$ cat src/rtl/dmem_port_arbiter_if.sv
// ============================================================================
//  Module   : dmem_port_arbiter_if
//  Brief    : Bus bundle between the data-memory arbiter, its two requesters
//             (core MEM stage and debug/loader) and the single-port memory.
//  Revision : 1.0
// ============================================================================
`default_nettype none

interface dmem_port_arbiter_if #(
    parameter int ADDR_W = 10,
    parameter int DATA_W = 64
) ();
    logic              core_req;
    logic              core_we;
    logic [ADDR_W-1:0] core_addr;
    logic [DATA_W-1:0] core_wdata;
    logic [DATA_W-1:0] core_rdata;
    logic              core_ack;
    logic              core_stall;

    logic              dbg_req;
    logic              dbg_we;
    logic [ADDR_W-1:0] dbg_addr;
    logic [DATA_W-1:0] dbg_wdata;
    logic [DATA_W-1:0] dbg_rdata;
    logic              dbg_ack;

    logic              mem_en;
    logic              mem_we;
    logic [ADDR_W-1:0] mem_addr;
    logic [DATA_W-1:0] mem_wdata;
    logic [DATA_W-1:0] mem_rdata;

    logic              grant_core;
    logic              grant_dbg;
    logic              busy;

    // Arbiter side: serves both requesters and drives the memory.
    modport slave (
        input  core_req, core_we, core_addr, core_wdata,
        input  dbg_req, dbg_we, dbg_addr, dbg_wdata,
        input  mem_rdata,
        output core_rdata, core_ack, core_stall,
        output dbg_rdata, dbg_ack,
        output mem_en, mem_we, mem_addr, mem_wdata,
        output grant_core, grant_dbg, busy
    );

    modport master (
        output core_req, core_we, core_addr, core_wdata,
        output dbg_req, dbg_we, dbg_addr, dbg_wdata,
        output mem_rdata,
        input  core_rdata, core_ack, core_stall,
        input  dbg_rdata, dbg_ack,
        input  mem_en, mem_we, mem_addr, mem_wdata,
        input  grant_core, grant_dbg, busy
    );
endinterface

`default_nettype wire

$ cat src/rtl/dmem_port_arbiter.sv
// ============================================================================
//  Module   : dmem_port_arbiter
//  Brief    : Core/debug arbiter for a fixed-latency single-port data memory,
//             core priority with a bounded starvation streak for debug.
//  Revision : 1.0
// ============================================================================
`default_nettype none

module dmem_port_arbiter #(
    parameter int ADDR_W     = 10,
    parameter int DATA_W     = 64,
    parameter int MEM_LAT    = 2,
    parameter int STARVE_LIM = 4
) (
    input  logic              clk,
    input  logic              reset,
    dmem_port_arbiter_if.slave bus
);

    localparam int c_CNT_W  = (MEM_LAT > 1) ? $clog2(MEM_LAT) : 1;
    localparam int c_STRK_W = $clog2(STARVE_LIM + 1);

    typedef enum logic [1:0] {
        S_IDLE   = 2'd0,
        S_ACCESS = 2'd1,
        S_RESP   = 2'd2
    } state_t;

    state_t              r_state;
    logic [c_CNT_W-1:0]  r_cnt;
    logic [c_STRK_W-1:0] r_streak;
    logic                r_we;
    logic [ADDR_W-1:0]   r_addr;
    logic [DATA_W-1:0]   r_wdata;
    logic                r_gnt_core;
    logic                r_gnt_dbg;
    logic                r_mem_en;
    logic                r_core_ack;
    logic                r_dbg_ack;
    logic [DATA_W-1:0]   r_core_rdata;
    logic [DATA_W-1:0]   r_dbg_rdata;

    logic                w_streak_full;
    logic                w_pick_core;
    logic                w_pick_dbg;

    // Core loses a tie only once it has won STARVE_LIM times in a row over a waiting dbg.
    assign w_streak_full = (r_streak == c_STRK_W'(STARVE_LIM));
    assign w_pick_core   = bus.core_req && !(bus.dbg_req && w_streak_full);
    assign w_pick_dbg    = !w_pick_core && bus.dbg_req;

    always_ff @(posedge clk or negedge reset) begin
        if (!reset) begin
            r_state      <= S_IDLE;
            r_cnt        <= '0;
            r_streak     <= '0;
            r_we         <= 1'b0;
            r_addr       <= '0;
            r_wdata      <= '0;
            r_gnt_core   <= 1'b0;
            r_gnt_dbg    <= 1'b0;
            r_mem_en     <= 1'b0;
            r_core_ack   <= 1'b0;
            r_dbg_ack    <= 1'b0;
            r_core_rdata <= '0;
            r_dbg_rdata  <= '0;
        end else begin
            r_mem_en   <= 1'b0;
            r_core_ack <= 1'b0;
            r_dbg_ack  <= 1'b0;
            case (r_state)
                S_IDLE: begin
                    if (w_pick_core || w_pick_dbg) begin
                        r_state    <= S_ACCESS;
                        r_cnt      <= c_CNT_W'(MEM_LAT - 1);
                        r_mem_en   <= 1'b1;
                        r_gnt_core <= w_pick_core;
                        r_gnt_dbg  <= w_pick_dbg;
                        r_we       <= w_pick_core ? bus.core_we    : bus.dbg_we;
                        r_addr     <= w_pick_core ? bus.core_addr  : bus.dbg_addr;
                        r_wdata    <= w_pick_core ? bus.core_wdata : bus.dbg_wdata;
                        // A core win over a pending dbg can never happen at the limit, so no overflow.
                        if (w_pick_core && bus.dbg_req) begin
                            r_streak <= r_streak + 1'b1;
                        end else begin
                            r_streak <= '0;
                        end
                    end
                end
                S_ACCESS: begin
                    if (r_cnt == '0) begin
                        r_state    <= S_RESP;
                        r_core_ack <= r_gnt_core;
                        r_dbg_ack  <= r_gnt_dbg;
                        if (!r_we) begin
                            if (r_gnt_core) begin
                                r_core_rdata <= bus.mem_rdata;
                            end else begin
                                r_dbg_rdata  <= bus.mem_rdata;
                            end
                        end
                    end else begin
                        r_cnt <= r_cnt - 1'b1;
                    end
                end
                S_RESP: begin
                    r_state    <= S_IDLE;
                    r_gnt_core <= 1'b0;
                    r_gnt_dbg  <= 1'b0;
                end
                default: begin
                    r_state <= S_IDLE;
                end
            endcase
        end
    end

    assign bus.core_rdata = r_core_rdata;
    assign bus.core_ack   = r_core_ack;
    assign bus.core_stall = bus.core_req & ~r_core_ack;
    assign bus.dbg_rdata  = r_dbg_rdata;
    assign bus.dbg_ack    = r_dbg_ack;
    assign bus.mem_en     = r_mem_en;
    assign bus.mem_we     = r_we;
    assign bus.mem_addr   = r_addr;
    assign bus.mem_wdata  = r_wdata;
    assign bus.grant_core = r_gnt_core;
    assign bus.grant_dbg  = r_gnt_dbg;
    assign bus.busy       = (r_state != S_IDLE);

endmodule

`default_nettype wire

$ cat src/flat_wrapper.sv
// flat-port wrapper written by rule: the top's interface ports become plain ports
module dmem_port_arbiter_flat 
#(
    parameter int ADDR_W     = 10,
    parameter int DATA_W     = 64,
    parameter int MEM_LAT    = 2,
    parameter int STARVE_LIM = 4
)
  (clk, reset, bus_core_req, bus_core_we, bus_core_addr, bus_core_wdata, bus_dbg_req, bus_dbg_we, bus_dbg_addr, bus_dbg_wdata, bus_mem_rdata, bus_core_rdata, bus_core_ack, bus_core_stall, bus_dbg_rdata, bus_dbg_ack, bus_mem_en, bus_mem_we, bus_mem_addr, bus_mem_wdata, bus_grant_core, bus_grant_dbg, bus_busy);
  dmem_port_arbiter_if #(.ADDR_W(ADDR_W), .DATA_W(DATA_W)) bus_i ();
  input  logic clk;
  input  logic reset;
  input wire logic [$bits(bus_i.core_req)-1:0] bus_core_req;
  input wire logic [$bits(bus_i.core_we)-1:0] bus_core_we;
  input wire logic [$bits(bus_i.core_addr)-1:0] bus_core_addr;
  input wire logic [$bits(bus_i.core_wdata)-1:0] bus_core_wdata;
  input wire logic [$bits(bus_i.dbg_req)-1:0] bus_dbg_req;
  input wire logic [$bits(bus_i.dbg_we)-1:0] bus_dbg_we;
  input wire logic [$bits(bus_i.dbg_addr)-1:0] bus_dbg_addr;
  input wire logic [$bits(bus_i.dbg_wdata)-1:0] bus_dbg_wdata;
  input wire logic [$bits(bus_i.mem_rdata)-1:0] bus_mem_rdata;
  output wire logic [$bits(bus_i.core_rdata)-1:0] bus_core_rdata;
  output wire logic [$bits(bus_i.core_ack)-1:0] bus_core_ack;
  output wire logic [$bits(bus_i.core_stall)-1:0] bus_core_stall;
  output wire logic [$bits(bus_i.dbg_rdata)-1:0] bus_dbg_rdata;
  output wire logic [$bits(bus_i.dbg_ack)-1:0] bus_dbg_ack;
  output wire logic [$bits(bus_i.mem_en)-1:0] bus_mem_en;
  output wire logic [$bits(bus_i.mem_we)-1:0] bus_mem_we;
  output wire logic [$bits(bus_i.mem_addr)-1:0] bus_mem_addr;
  output wire logic [$bits(bus_i.mem_wdata)-1:0] bus_mem_wdata;
  output wire logic [$bits(bus_i.grant_core)-1:0] bus_grant_core;
  output wire logic [$bits(bus_i.grant_dbg)-1:0] bus_grant_dbg;
  output wire logic [$bits(bus_i.busy)-1:0] bus_busy;
  assign bus_i.core_req = bus_core_req;
  assign bus_i.core_we = bus_core_we;
  assign bus_i.core_addr = bus_core_addr;
  assign bus_i.core_wdata = bus_core_wdata;
  assign bus_i.dbg_req = bus_dbg_req;
  assign bus_i.dbg_we = bus_dbg_we;
  assign bus_i.dbg_addr = bus_dbg_addr;
  assign bus_i.dbg_wdata = bus_dbg_wdata;
  assign bus_i.mem_rdata = bus_mem_rdata;
  assign bus_core_rdata = bus_i.core_rdata;
  assign bus_core_ack = bus_i.core_ack;
  assign bus_core_stall = bus_i.core_stall;
  assign bus_dbg_rdata = bus_i.dbg_rdata;
  assign bus_dbg_ack = bus_i.dbg_ack;
  assign bus_mem_en = bus_i.mem_en;
  assign bus_mem_we = bus_i.mem_we;
  assign bus_mem_addr = bus_i.mem_addr;
  assign bus_mem_wdata = bus_i.mem_wdata;
  assign bus_grant_core = bus_i.grant_core;
  assign bus_grant_dbg = bus_i.grant_dbg;
  assign bus_busy = bus_i.busy;
  dmem_port_arbiter #(.ADDR_W(ADDR_W), .DATA_W(DATA_W), .MEM_LAT(MEM_LAT), .STARVE_LIM(STARVE_LIM)) u_core (.clk(clk), .reset(reset), .bus(bus_i));
endmodule
$ cat config.mk
export PLATFORM = sky130hd
export DESIGN_NAME = dmem_port_arbiter_flat
export DESIGN_NICKNAME = d
export VERILOG_FILES = /design/src/rtl/dmem_port_arbiter_if.sv /design/src/rtl/dmem_port_arbiter.sv /design/src/flat_wrapper.sv
export SDC_FILE = /design/constraint.sdc
export NUM_CORES = 1
export LEC_CHECK = 0
export ABC_AREA = 1
export BUFFER_PORTS_ARGS = -buffer_cell sky130_fd_sc_hd__buf_2
export CAP_MARGIN = 10
export CELL_PAD_IN_SITES_DETAIL_PLACEMENT = 1
export CELL_PAD_IN_SITES_GLOBAL_PLACEMENT = 1
export CORE_ASPECT_RATIO = 0.75
export CORE_MARGIN = 2
export CORE_UTILIZATION = 36
export DETAILED_ROUTE_END_ITERATION = 10
export HOLD_SLACK_MARGIN = 0.02
export PLACE_DENSITY_LB_ADDON = 0.3
export SYNTH_ARGS = -nofsm -noshare
export SYNTH_HDL_FRONTEND = slang
export SYNTH_SLANG_ARGS = --single-unit
export TNS_END_PERCENT = 30
$ cat constraint.sdc
create_clock -name clk -period 2.8 [get_ports clk]
set_clock_uncertainty 0.1 [all_clocks]
set_input_delay 0.28 -clock clk [delete_from_list [all_inputs] [get_ports clk]]
set_output_delay 0.28 -clock clk [all_outputs]
set_load 0.02 [all_outputs]
==> results of run 1 <==
kinds of logic (layout without fill, tap and decap cells):
group | Yosys count | count (layout) | synth area share
AND/OR/NAND/NOR | 530 | 530 | 0.233
buffers and inverters | 295 | 909 | 0.130
flip-flops | 214 | 214 | 0.564
AO/OA/AOI/OAI | 133 | 133 | 0.0701
adder cells (fa/ha/maj) | 2 | 2 | 0.00263
XOR/XNOR | 1 | 1 | 0.000922
other | 0 | 5 | 0
layout make-up:
class                   instances  area (um^2)  share of cell area
flip-flops and latches        214         5360               0.366
repair buffers                643         4360               0.298
multi-input cells             666         2930               0.200
inverters                     226          848              0.0579
clock buffers                  35          671              0.0458
well taps                     344          430              0.0294
clock inverters                 5         30.0             0.00205
diodes                          5         12.5            0.000854
worst max-delay path: cells and delay by family, from the launching register on:
family	cells	cell delay, ns
buffers and inverters	3	1.27
AND/OR/NAND/NOR	4	0.47
flip-flops	1	0.37
adder cells (fa/ha/maj)	1	0.22
how the worst min path moves through the flow:
stage	start	end	slack (ns)	cells past startpoint
2_1_floorplan	reset	u_core.bus.core_ack	-0.12	0
3_3_place_gp	reset	u_core.bus.mem_addr[8]	0.25	1
3_5_place_dp	reset	u_core.bus.mem_wdata[12]	0.25	1
4_1_cts	bus_core_wdata[58]	u_core.bus.mem_wdata[58]	0.02	5
5_1_grt	bus_dbg_wdata[28]	u_core.bus.mem_wdata[28]	0.05	5
6_report	bus_core_wdata[58]	u_core.bus.mem_wdata[58]	0.05	5
registers in the layout, summed over array words and instances, names as in the netlist:
| name | count |
|---|---|
| u_core.bus.core_rdata | 64 |
| u_core.bus.core_ack | 1 |
| u_core.r_state | 2 |
| u_core.bus.mem_addr | 10 |
| u_core.bus.grant_core | 1 |
| u_core.bus.mem_wdata | 64 |
| u_core.bus.mem_en | 1 |
| u_core.bus.mem_we | 1 |
| u_core.r_streak | 3 |
| u_core.bus.grant_dbg | 1 |
| u_core.r_cnt | 1 |
| u_core.bus.dbg_ack | 1 |
| u_core.bus.dbg_rdata | 64 |
routing by layer:
| layer | share of wire | wire length [um] | global-route usage | up-vias |
|---|---|---|---|---|
| li1 | - | - | - | 4765 |
| met5 | 0 | 0 | 0 | - |
| met4 | 0.055 | 2110 | 0.140 | 0 |
| met2 | 0.50 | 19400 | 0.488 | 380 |
| met1 | 0.38 | 14800 | 0.311 | 4965 |
| met3 | 0.058 | 2250 | 0.0540 | 125 |
layout by cell type (no fill, tap or decap), drive strengths merged:
master	n
buf	441
clkinv	3
dlygate4sd3	202
xor2	1
inv	226
a21oi	1
o21ai	132
diode	5
nand2	363
nand3	158
clkinvlp	2
ha	2
dfrtp	214
nor2	9
clkbuf	35
where the power goes:
part	leakage (nW)	switching [mW]	internal, mW
combinational	5.40	5.01	2.63
clock	0.340	1.26	1.65
sequential	2.60	0.950	4.66
total	8.34	7.21	8.94
==> reports/metrics.cfg, run 1 <==
[yosys]
yosysMostFrequentCell = nand2_1
yosysWarnings = 0
synth-seq-cells = 214
syn-cell-area_mm2 = 0.00950
yosysSeqAreaShare = 0.564
netlist_top_cells_area = dfrtp_1 56%, nand2_1 14%, inv_1 8.8%
yosys.area.top_type = dfrtp_1
synth_common_cells = 362 x nand2_1, 224 x inv_1, 214 x dfrtp_1
synthFlopType = dfrtp_1
ys_async_sr_fraction = 1.00
synth-edff-count = 0
syn-num-nets = 1395
ys_types = 20
synthCells = 1175
synth_area_per_cell_um2 = 8.09
yosysTopAreaCellShare = 0.564

[cells_and_area]
drive_above_1_share = 0.271
syn_to_final_growth_pct = 54.1
fin_cells = 2138
fill_cells = 3212
stdcell_area_mm2 = 0.0146
nets = 1994
final_util = 0.564

[sta]
max-slew-margin-rel = 0.440
setup_violations = 0
worst_slew_pin_slew_ns = 0.840
hold_viol_final = 0
slew_violations = 0
fin_crit_ns = 2.59
max_freq_mhz = 387
rsz0062_at_grt = false
hold-worst-slack_ns = 0.0485
min_period_over_period = 0.924
finalSetupTns_ns = 0
fin_ws_ns = 0.213

[floorplanning]
io_pins = 428
die_h_um = 145
core_area_mm2 = 0.0260
rows = 51
die-area_mm2 = 0.0277
die_x_um = 192
start_util = 0.366

[global_route]
grt_max_degree = 84
overflow = 0
track_usage = 0.273
grt_pass1_vias = 11500
antenna_found_initial = 2
grt_first_pass_wirelength_um = 59700

[critical_path]
crit_end = u_core.bus.mem_wdata[25]
critical_path.max_stage_delay_ns = 0.65
crit_path_start_kind = register
worst_ep_arrival_time_ns = 2.88
crit_chain = inv_1, ha_1, nand3_2, buf_4, nand3_1, nand3_1, dlygate4sd3_1, nand2_1
cp_common_cell = nand3_1
cp.required_ns = 3.09
cp_slowest_cell = buf_4
worst-setup-path-type = reg2reg
r2r-end = u_core.bus.mem_wdata[25]
r2r_start = u_core.r_streak[0]
ff2ff_path_depth = 8
worst_setup_path_end_kind = register
worstSetupStartpoint = u_core.r_streak[0]
worstPathMaxFanout = 76
reg2reg_slack_ns = 0.21

[power_and_ir_drop]
total_power_mw = 16.2
peakVddDrop_v = 0.000596
p_leak_nw = 8.34
power_density_mw_per_mm2 = 1100

[drt]
wire_per_inst_um = 18.0
drc_errors = 0
drt_iter0_markers = 474
vias = 10200
first_pass_iters = 6
postRouteAntennaNets = 0
vias_per_cell = 4.79
wirelength_um = 38600

[clocking]
clkTransAtPathRegs_ns = 0.06
cts_buffer_depth = 3
cts_buffers = 23
cts_resized = 0
h-tree-depth = 1
clock_latency_ns = 0.51
post_cts_buffers = 0
clock_sinks = 214
cts_tree = yes
ctsHoldBuffers = 202
cts_root_buf = clkbuf_16

[place]
gp_congestion = 0.830
pre_cts_ws_ns = 0.788
dp_hpwl_um = 22300
dp.cells = 1891
numPortBuffers = 427
placed_area_mm2 = 0.0119

[worst_hold_path]
hp-class = in2reg

[run_status]
status = finished, final reports clean

[flow_run]
drv_cap = 0

Power figures use the tool's default switching activity.
==> run 2: changes to the inputs <==
- CORE_UTILIZATION: 36 -> 30
==> run 2 against run 1 <==
- clock power increased by 17%
- first-iteration DRC count increased by 8.2%
- critical path depth shrank 1
- clock-buffer cell count is 2 higher
- global-route usage decreased by 5.4 points
- via count is 1.1% lower
- sequential power is 2% lower
- routed wire length is 4.1% lower
- largest cell class unchanged
- highest routed layer unchanged
==> reports/metrics.cfg, run 2 (same netlist as run 1, synthesis figures left out) <==
[run_status]
status = finished, final reports clean

[critical_path]
cp.required_ns = 3.16
r2r_start = u_core.r_state[0]
worstPathMaxFanout = 79
worst_setup_path_end_kind = register
ff2ff_path_depth = 7
worst_ep_arrival_time_ns = 2.91
reg2reg_slack_ns = 0.24
crit_path_start_kind = register
worst-setup-path-type = reg2reg
r2r-end = u_core.bus.mem_addr[3]

[power_and_ir_drop]
power_density_mw_per_mm2 = 1100
p_leak_nw = 8.45
peakVddDrop_v = 0.000564

[clocking]
cts_tree = yes
clock_sinks = 214
cts_root_buf = clkbuf_16
clkTransAtPathRegs_ns = 0.06
clock_latency_ns = 0.52
cts_buffers = 25
h-tree-depth = 1
cts_buffer_depth = 3

[drt]
postRouteAntennaNets = 0
vias = 10100
drc_errors = 0
wirelength_um = 37000
drt_iter0_markers = 513
wire_per_inst_um = 16.7
first_pass_iters = 4
vias_per_cell = 4.58

[worst_hold_path]
hold_start = bus_core_wdata[24]
holdPathEnd = u_core.bus.mem_wdata[24]
hp-class = in2reg
min_path_cells = 5

[cells_and_area]
final_util = 0.479
layout_common_cells = 426 x buf_2, 361 x nand2_1, 224 x inv_1
fill_cells = 3832
drive_above_1_share = 0.272
layout_commonest_cell = buf_2
syn_to_final_growth_pct = 57.5
nets = 2007

[place]
dp_hpwl_um = 22700
numPortBuffers = 427
gp_congestion = 0.780

[sta]
min_period_over_period = 0.913
setup_violations = 0
finalSetupTns_ns = 0
slew_violations = 0
hold_viol_final = 0
worst_slew_pin_slew_ns = 0.937
max_freq_mhz = 391
rsz0062_at_grt = false
max-slew-margin-rel = 0.375
fin_crit_ns = 2.56

[global_route]
grt_max_degree = 80
track_usage = 0.218
antenna_found_initial = 3
grt_pass1_vias = 11000
grt_first_pass_wirelength_um = 58100
overflow = 0

[floorplanning]
rows = 56
die_x_um = 209
die_h_um = 158
die-area_mm2 = 0.0331
core_area_mm2 = 0.0313
io_pins = 428
start_util = 0.304

[flow_run]
drv_cap = 0

## run 2: cell count changes in the layout (fill, tap and decap cells not counted)
cell and change:
buf_12 -1, bufinv_16 +2, clkbuf_1 -5, clkbuf_16 +2, clkbuf_8 +5, clkinvlp_4 -2
diode_2 -2, dlygate4sd3_1 +12
## run 2: report_power, final
| part | switching (mW) | internal [mW] | total [mW] |
|---|---|---|---|
| combinational | 4.93 | 2.66 | 7.58 |
| sequential | 0.855 | 4.66 | 5.52 |
| clock | 1.32 | 2.07 | 3.38 |
| total | 7.10 | 9.38 | 16.5 |
## run 2: how the worst max path moves through the flow
stage | startpoint | endpoint | slack, ns | depth (start not counted)
after floorplan | bus_core_req | bus_core_stall | 1.23 | 5
after global placement | bus_core_req | u_core.bus.mem_wdata[61] | 0.84 | 6
after detailed placement | bus_dbg_req | u_core.bus.mem_wdata[25] | 0.82 | 7
after CTS | u_core.r_state[0] | u_core.bus.mem_wdata[19] | 0.31 | 7
after global routing | u_core.r_state[0] | u_core.bus.mem_addr[3] | 0.07 | 7
final | u_core.r_state[0] | u_core.bus.mem_addr[3] | 0.24 | 7
## run 2: per-layer routing
layer	vias to the layer above	global-route usage	part of all wire
li1	4798	-	-
met5	-	0	0
met1	4910	0.257	0.41
met3	101	0.0496	0.056
met2	317	0.388	0.49
met4	0	0.0898	0.041
## run 2: layout make-up
class,instances,area [um^2],area share
well taps,406,508,0.0340
multi-input cells,666,2930,0.196
diodes,3,7.51,0.000502
repair buffers,654,4460,0.298
clock buffers,37,771,0.0515
clock inverters,5,75.1,0.00502
flip-flops and latches,214,5360,0.358
inverters,226,848,0.0567
## run 2: critical path: stages, from the launching register on
cell and delay, ns:
dfrtp_1 0.40, nor2_2 0.16, inv_2 0.07, nor2_4 0.10
buf_4 0.73, nand3_1 0.21, dlygate4sd3_1 0.63, nand2_1 0.07
## run 2: repair_timing
action / CTS / global route
hold endpoints to repair: 418 / 0
hold buffers: 214 / 0
gates resized for setup: 0 / 0
buffers inserted: 0 / 0
## run 2: metrics by stage
stage | cell area (um^2) | worst slack [ns] | power (mW) | hold WS (ns) | instances
after floorplan | 9500 | 1.23 | 9.66 | -0.116 | 1175
after global placement | 12000 | 0.844 | 12.2 | 0.0584 | 1952
after detailed placement | 12000 | 0.817 | 12.4 | 0.0588 | 1952
after CTS | 15000 | 0.309 | 16.5 | 0.0294 | 2208
after global routing | 15000 | 0.0655 | 17.6 | 0.0624 | 2211
final | 15000 | 0.243 | 16.5 | 0.0579 | 2211
==> run 3: changes to the inputs <==
- ABC_AREA: 1 -> default
==> run 3 against run 2 <==
- total power rose by 4.6%
- worst setup slack improved by 0.029 ns
- critical path type is now in2reg
- sequential cell count did not move
- clock power fell by 4%
- non-clock buffer count rose by 7
- global-route usage rose by 0.78 points
- hold slack improved by 0.15 ns
- via count fell by 12%
- sequential power rose by 0.9%
- highest routed layer unchanged
- critical path depth did not move
==> reports/metrics.cfg, run 3 <==
[sta]
hold_viol_final = 0
rsz0062_at_grt = false
finalSetupTns_ns = 0
max_freq_mhz = 395
hold-worst-slack_ns = 0.213
max-slew-margin-rel = 0.378
slew_violations = 0
setup_violations = 0
fin_crit_ns = 2.53
worst_slew_pin_slew_ns = 0.933
min_period_over_period = 0.903

[critical_path]
worst_setup_path_end_kind = register
worstPathMaxFanout = 77
crit_path_start_kind = input port
ff2ff_path_depth = 7
cp.required_ns = 3.16
worst-setup-path-type = in2reg
worst_ep_arrival_time_ns = 2.89

[global_route]
track_usage = 0.226
overflow = 0
grt_pass1_vias = 9889
grt_max_degree = 84
grt_first_pass_wirelength_um = 56500
antenna_found_initial = 0

[yosys]
syn-cell-area_mm2 = 0.00902
yosysSeqAreaShare = 0.593
yosysMostFrequentCell = dfrtp_1
synthCells = 752
netlist_top_cells_area = dfrtp_1 59%, mux2_2 15%, a31oi_1 5.2%
synth-edff-count = 0
yosysTopAreaCellShare = 0.593
syn-num-nets = 972
yosysWarnings = 0
synth_area_per_cell_um2 = 12.0
synthFlopType = dfrtp_1
ys_types = 29
yosys.area.top_type = dfrtp_1
synth-seq-cells = 214
ys_async_sr_fraction = 1.00
synth_common_cells = 214 x dfrtp_1, 118 x mux2_2, 77 x nand3_1

[floorplanning]
die_x_um = 204
core_area_mm2 = 0.0293
io_pins = 428
rows = 54
die-area_mm2 = 0.0315
start_util = 0.308
die_h_um = 154

[clocking]
cts_buffer_depth = 3
cts_tree = yes
cts_buffers = 24
clkTransAtPathRegs_ns = 0.06
clock_sinks = 214
h-tree-depth = 1
clock_latency_ns = 0.53
cts_resized = 0
cts_root_buf = clkbuf_16

[power_and_ir_drop]
p_leak_nw = 6.67
power_density_mw_per_mm2 = 1190
peakVddDrop_v = 0.000491

[place]
gp_congestion = 0.788
numPortBuffers = 427
placed_area_mm2 = 0.0116
dp_hpwl_um = 22100

[cells_and_area]
n_antenna_cell = 0
layout_commonest_cell = buf_2
syn_to_final_growth_pct = 61.1
nets = 1588
drive_above_1_share = 0.443
layout_common_cells = 426 x buf_2, 216 x dlygate4sd3_1, 214 x dfrtp_1
stdcell_area_mm2 = 0.0145
fill_cells = 3292
final_util = 0.496

[drt]
vias_per_cell = 5.02
drt_iter0_markers = 308
drc_errors = 0
wirelength_um = 36600
postRouteAntennaNets = 0
first_pass_iters = 5
vias = 8934
wire_per_inst_um = 20.6

[worst_hold_path]
min_path_cells = 3
hp-class = in2reg

[run_status]
status = finished, final reports clean

[flow_run]
drv_cap = 0

## run 3: cell count changes after synthesis, moves of 19 or more
cell and change:
nand2_1 -358, buf_2 -22, a31oi_1 +75, clkbuf_1 +31, o21ai_1 -19, o21ai_0 -35
mux2_2 +118, inv_1 -217, nand3_1 -80, a21oi_1 +75
## run 3: power breakdown
| part | leakage [nW] | internal [mW] | switching, mW |
|---|---|---|---|
| Clock | 0.401 | 1.91 | 1.34 |
| Combinational | 3.77 | 3.65 | 4.76 |
| Sequential | 2.50 | 4.66 | 0.912 |
## run 3: per-stage QoR
stage	total power [mW]	cells	setup WS, ns
after global placement	12.5	1518	0.631
after CTS	17.2	1778	0.385
after detailed placement	12.7	1518	0.637
final	17.2	1778	0.271
after floorplan	9.80	752	0.921
after global routing	18.2	1778	0.130
## run 3: critical path, stage by stage
cell and delay (ns):
dlygate4sd3_1 0.55, buf_2 0.18, or2_2 0.14, buf_4 0.67, a21oi_1 0.18, a31oi_1 0.23, dlygate4sd3_1 0.61
## run 3: final cells by class
class / count / area (um^2) / area share
clock buffer: 36 / 736 / 0.0506
clock inverter: 8 / 85.1 / 0.00585
inverter: 7 / 26.3 / 0.00181
multi-input combinational: 460 / 3290 / 0.226
sequential: 214 / 5360 / 0.368
tap: 392 / 490 / 0.0337
timing repair buffer: 661 / 4560 / 0.313
## run 3: kinds of logic after synthesis
logic type               count (synthesis)  synth area share
AO/OA/AOI/OAI                          234             0.142
AND/OR/NAND/NOR                         96            0.0575
multiplexers                           128             0.160
buffers and inverters                   78            0.0441
flip-flops                             214             0.593
adder cells (fa/ha/maj)                  2           0.00277
## run 3: path summary, 6_finish.rpt
path,to,slack [ns],start
worst max-delay path,u_core.bus.mem_wdata[51],0.27,bus_dbg_req
worst min-delay path,u_core.bus.grant_core,0.21,bus_core_req
worst max register to register,u_core.bus.mem_wdata[51],0.37,u_core.r_streak[0]
worst min register to register,u_core.bus.core_rdata[5],0.39,u_core.bus.core_rdata[5]
max in group asynchronous,u_core.bus.core_rdata[45],1.59,reset
min in group asynchronous,u_core.bus.mem_wdata[27],0.22,reset
## run 3: layer usage
| metal | vias up | wire [um] | GRT usage |
|---|---|---|---|
| li1 | 3998 | - | - |
| met1 | 4527 | 14600 | 0.265 |
| met2 | 343 | 18500 | 0.404 |
| met3 | 66 | 2600 | 0.0615 |
| met4 | 0 | 994 | 0.0659 |
| met5 | - | 0 | 0 |
## run 3: timing repair
item	in CTS	in global routing
hold endpoints to repair	281	0
hold buffers	216	0
setup buffers	0	0
